[src/rtl/prog_loader_if.sv]
// Stream-in / program-memory-out bus of the program loader.
// The loader connects through the slave modport; the byte source and memory model use master.
interface prog_loader_if #(
    parameter int ADDR_W = 5,
    parameter int DATA_W = 8
);
    logic [DATA_W-1:0] in_data;
    logic              in_valid;
    logic              in_ready;
    logic [ADDR_W-1:0] mem_addr;
    logic [DATA_W-1:0] mem_wdata;
    logic              mem_write;

    modport slave (
        input  in_data, in_valid,
        output in_ready, mem_addr, mem_wdata, mem_write
    );

    modport master (
        output in_data, in_valid,
        input  in_ready, mem_addr, mem_wdata, mem_write
    );
endinterface

[src/rtl/prog_loader.sv]
// Program loader: length byte N, N data bytes written to program memory, then CPU reset release.
// Define PROG_LOADER_CSUM_EN to require a trailing modulo-256 checksum byte before release.
module prog_loader #(
    parameter int ADDR_W = 5,
    parameter int DATA_W = 8
) (
    input  logic         clk,
    input  logic         rst_,
    prog_loader_if.slave bus,
    output logic         cpu_rst_,
    output logic         done,
    output logic         err
);

    localparam int          CNT_W    = ADDR_W + 1;
    localparam logic [31:0] CAPACITY = 32'(1) << ADDR_W;

    typedef enum logic [2:0] {
        LEN  = 3'd0,
        DATA = 3'd1,
`ifdef PROG_LOADER_CSUM_EN
        CSUM = 3'd2,
`endif
        RUN  = 3'd3,
        ERR  = 3'd4
    } state_t;

    state_t           state_q, state_d;
    logic [CNT_W-1:0] cnt_q, len_q, cnt_inc;
    logic [31:0]      n_ext;
    logic             ready, accept, len_ok, last_byte, run_q;
`ifdef PROG_LOADER_CSUM_EN
    logic [7:0]       sum_q;
`endif

    // Counter is one bit wider than the address so a full load never wraps.
    assign ready     = !rst_ && (state_q != RUN) && (state_q != ERR);
    assign accept    = bus.in_valid && ready;
    assign n_ext     = 32'(bus.in_data);
    assign len_ok    = (n_ext != 32'd0) && (n_ext <= CAPACITY);
    assign cnt_inc   = cnt_q + CNT_W'(1);
    assign last_byte = (cnt_inc == len_q);

    assign bus.in_ready = ready;
    assign cpu_rst_     = run_q;
    assign done         = run_q;
    assign err          = (state_q == ERR);

    // NOTE: non-blocking assignments in clocked blocks so every register sees pre-edge values.
    always_ff @(posedge clk) begin
        if (rst_) state_q <= LEN;
        else      state_q <= state_d;
    end

    always_comb begin
        // NOTE: default assigned first so every path drives state_d and no latch is inferred.
        state_d = state_q;
        case (state_q)
            LEN: begin
                if (accept) state_d = len_ok ? DATA : ERR;
            end
            DATA: begin
                if (accept && last_byte) begin
`ifdef PROG_LOADER_CSUM_EN
                    state_d = CSUM;
`else
                    state_d = RUN;
`endif
                end
            end
`ifdef PROG_LOADER_CSUM_EN
            CSUM: begin
                if (accept) state_d = (8'(bus.in_data) == sum_q) ? RUN : ERR;
            end
`endif
            default: state_d = state_q;
        endcase
    end

    // Write port is registered: the strobe follows the accepting cycle by one clock.
    always_ff @(posedge clk) begin
        if (rst_) begin
            cnt_q         <= '0;
            len_q         <= '0;
            run_q         <= 1'b0;
            bus.mem_write <= 1'b0;
            bus.mem_addr  <= '0;
            bus.mem_wdata <= '0;
`ifdef PROG_LOADER_CSUM_EN
            sum_q         <= '0;
`endif
        end else begin
            bus.mem_write <= 1'b0;
            if (state_q == LEN && accept) begin
                cnt_q <= '0;
                len_q <= CNT_W'(bus.in_data);
            end
            if (state_q == DATA && accept) begin
                bus.mem_write <= 1'b1;
                bus.mem_addr  <= cnt_q[ADDR_W-1:0];
                bus.mem_wdata <= bus.in_data;
                cnt_q         <= cnt_inc;
`ifdef PROG_LOADER_CSUM_EN
                sum_q         <= sum_q + 8'(bus.in_data);
`endif
            end
            // Release one cycle after RUN entry so the final write lands first.
            if (state_q == RUN) run_q <= 1'b1;
        end
    end

endmodule
[src/flat_wrapper.sv]
// flat-port wrapper written by rule: the top's interface ports become plain ports
module prog_loader_flat 
#(
    parameter int ADDR_W = 5,
    parameter int DATA_W = 8
)
  (clk, rst_, cpu_rst_, done, err, bus_in_data, bus_in_valid, bus_in_ready, bus_mem_addr, bus_mem_wdata, bus_mem_write);
  prog_loader_if #(.ADDR_W(ADDR_W), .DATA_W(DATA_W)) bus_i ();
  input  logic clk;
  input  logic rst_;
  output logic cpu_rst_;
  output logic done;
  output logic err;
  input wire logic [$bits(bus_i.in_data)-1:0] bus_in_data;
  input wire logic [$bits(bus_i.in_valid)-1:0] bus_in_valid;
  output wire logic [$bits(bus_i.in_ready)-1:0] bus_in_ready;
  output wire logic [$bits(bus_i.mem_addr)-1:0] bus_mem_addr;
  output wire logic [$bits(bus_i.mem_wdata)-1:0] bus_mem_wdata;
  output wire logic [$bits(bus_i.mem_write)-1:0] bus_mem_write;
  assign bus_i.in_data = bus_in_data;
  assign bus_i.in_valid = bus_in_valid;
  assign bus_in_ready = bus_i.in_ready;
  assign bus_mem_addr = bus_i.mem_addr;
  assign bus_mem_wdata = bus_i.mem_wdata;
  assign bus_mem_write = bus_i.mem_write;
  prog_loader #(.ADDR_W(ADDR_W), .DATA_W(DATA_W)) u_core (.clk(clk), .rst_(rst_), .bus(bus_i), .cpu_rst_(cpu_rst_), .done(done), .err(err));
endmodule
[config.mk]
export PLATFORM = sky130hd
export DESIGN_NAME = prog_loader_flat
export DESIGN_NICKNAME = d
export VERILOG_FILES = /design/src/rtl/prog_loader_if.sv /design/src/rtl/prog_loader.sv /design/src/flat_wrapper.sv
export SDC_FILE = /design/constraint.sdc
export NUM_CORES = 1
export LEC_CHECK = 0
export BUFFER_PORTS_ARGS = -buffer_cell sky130_fd_sc_hd__buf_2
export CAP_MARGIN = 20
export CORE_MARGIN = 10
export CORE_UTILIZATION = 35
export DETAILED_ROUTE_END_ITERATION = 16
export MAX_ROUTING_LAYER = met4
export SETUP_SLACK_MARGIN = 0.05
export SYNTH_ARGS = -nofsm -noshare
export SYNTH_HDL_FRONTEND = slang
export SYNTH_SLANG_ARGS = --single-unit
[constraint.sdc]
create_clock -name clk -period 3.3 [get_ports clk]
set_clock_uncertainty 0.2 [all_clocks]
set_input_delay 0.825 -clock clk [delete_from_list [all_inputs] [get_ports clk]]
set_output_delay 0.825 -clock clk [all_outputs]
set_load 0.01 [all_outputs]
==> out/metrics.yaml <==
global_route:
  grt_overflow_total: 0
  grt_pass1_wl_um: 5090
  grt_start_max_net_pins: 32
  grt_util_all_layers: 0.100
  grt_pass1_vias: 1122
  antenna_found_initial: 0
logic_synthesis:
  yosysTopAreaCell: "dfxtp_1"
  seq_area_frac_synth: 0.448
  postSynthCellCount: 166
  ys_top_cells_by_area: "dfxtp_1, nand2_1, a21oi_1"
  syn_nets: 178
  synth_cell_type_count: 36
  avgSynthCellArea_um2: 8.08
  yosys_register_bits: 30
  yosysTopAreaCellShare: 0.448
  netlist_area_um2: 1340
  yosysWarnings: 0
cts:
  post_cts_resized: 0
  cts_buffer_depth: 2
  cts_sinks: 30
  cts-buffers-inserted: 5
  post_cts_buffers: 0
  htree_levels: 2
  holdBufCountCts: 0
  cts_tree: "built"
  clock_latency_ns: 0.28
  path_clk_slew_ns: 0.06
  root_buffer: "clkbuf_8"
sta:
  tightest_slew_ns: 0.636
  rsz0062_at_grt: "no"
  min_period_ns: 2.57
  hold_viol: 0
  tns_ns: 0
  setup_violations: 0
  slew_violations: 0
  fmax_mhz: 390
  min_period_over_period: 0.777
  slew_headroom: 0.576
min_path:
  min-delay-start: "u_core.bus.mem_addr[2]$_SDFFE_PP0P_"
  hold_path.class: "reg -> reg"
flow_run:
  max-cap-violations: 0
drt:
  wl_um: 3100
  drt-pass1-iter-count: 4
  vias: 1179
  ant_nets: 0
  drc: 0
  vias_per_cell: 4.89
  routedWlPerCell_um: 12.8
  drtIter0Drc: 53
floorplanning:
  die_area_um2: 6710
  rows: 22
  die_y_um: 81.9
  core-area_um2: 3690
  die_w_um: 81.9
  initial_utilization: 0.364
  pin_count: 29
finish:
  n_antenna_cell: 0
  finalNetCount: 204
  area_delta_synth_final_pct: 18.4
  drive_gt1_frac: 0.228
  instances_no_fill: 241
setup_path:
  worstSetupEndpointType: "output port"
  startpoint_type: "primary input"
  cp_max_fo: 31
  path_class: "in -> out"
  crit_arrival_ns: 1.54
  crit_path_start: "rst_"
  critPathRequiredTime_ns: 2.27
  timing.rr.start: "u_core.state_q[2]$_SDFFE_PP0P_"
power:
  leakage_uw: 0.000603
  powerDensity_nw_per_um2: 465
  ir_worst_vdd_v: 0.000305
placed_design:
  dpl.hpwl_um: 2170
  dp.cells: 233
  port_buffers: 28
  place_congestion: 0.745
run_status:
  status: "finished clean"
==> sequential cells by signal (all words and copies together), names as in the netlist <==
name / count
u_core.cnt_q: 6
u_core.bus.mem_wdata: 8
u_core.len_q: 6
u_core.cpu_rst_: 1
u_core.bus.mem_write: 1
u_core.bus.mem_addr: 5
u_core.state_q: 3
==> worst max-delay path, stage by stage <==
cell and delay [ns]:
buf_2 0.44, nor3_1 0.11, buf_2 0.16
==> worst paths after layout <==
check,endpoint,slack (ns),cells past startpoint
max,bus_in_ready,0.73,3
min,u_core.bus.mem_addr[2]$_SDFFE_PP0P_,0.25,2
max reg2reg,u_core.len_q[0]$_SDFFE_PP0P_,1.36,4
min reg2reg,u_core.bus.mem_addr[2]$_SDFFE_PP0P_,0.25,2
==> placed cells by master, fill, tap and decap left out, drive strengths merged <==
cell	n
a21oi	23
a41o	1
and2	2
buf	30
clkbuf	6
clkinv	1
clkinvlp	1
dfxtp	30
ha	1
inv	6
mux2i	1
nand2	38
nand2b	1
nand3	3
nand3b	1
nand4	2
nand4bb	1
nor2	7
nor2b	1
nor3	7
nor3b	1
o2111ai	1
o21a	1
o21ai	13
o31ai	1
o32ai	1
o41ai	1
or2	1
or4	1
or4b	1
xnor2	6
xor2	2
==> routing by layer <==
| layer | wire (um) | track usage |
|---|---|---|
| met3 | 177 | 0.0469 |
| met1 | 1520 | 0.114 |
| met5 | 0 | - |
| met4 | 53 | 0.0408 |
| met2 | 1350 | 0.149 |
==> synthesized netlist by cell type, drive strengths merged <==
cell,count
o2111ai,1
nand4,2
and2,2
nor2b,1
mux2i,1
inv,6
nand2b,1
o21a,1
o41ai,1
a41o,1
or2,1
o31ai,1
xnor2,6
nor2,7
dfxtp,30
or4,1
nand4bb,1
nor3,7
nand2,38
or4b,1
nand3,3
o32ai,1
ha,1
a21oi,23
xor2,2
nand3b,1
clkbuf,5
o21ai,13
buf,6
nor3b,1
==> cells by family (layout without fill, tap and decap cells) <==
| kind of cell | after synthesis | in the layout | synth area share |
|---|---|---|---|
| compound gates | 42 | 42 | 0.181 |
| xor+xnor | 8 | 8 | 0.0522 |
| mux | 1 | 1 | 0.00746 |
| simple gates | 67 | 67 | 0.238 |
| buf+inv | 17 | 44 | 0.0644 |
| flops | 30 | 30 | 0.448 |
| fa+ha+maj | 1 | 1 | 0.00933 |
==> report_power, final <==
| part | switching [uW] | leakage, uW | internal (uW) |
|---|---|---|---|
| clock network | 145 | 0.0000472 | 167 |
| logic | 32.8 | 0.000313 | 19.6 |
| registers | 4.97 | 0.000242 | 369 |
| total | 182 | 0.000603 | 556 |
==> metrics by stage <==
stage	setup WS (ns)	total power [uW]	util	instance area, um2	hold WS, ns
global route	0.655	766	0.430	1590	0.272
CTS	0.719	750	0.430	1590	0.255
floorplan	0.955	418	-	1340	0.262
global placement	0.605	434	0.405	1490	0.240
finish	0.735	738	0.430	1590	0.251
detailed placement	0.576	434	0.405	1490	0.246
==> cell type report <==
cell class | count | area [um2]
fillers | 405 | 2100
multi-input cells | 119 | 654
flip-flops and latches | 30 | 601
repair buffers | 30 | 155
clock buffers | 6 | 82.6
well taps | 48 | 60.1
inverters | 6 | 22.5
clock inverters | 2 | 12.5
Note: power is estimated with default switching activity, not from simulation.
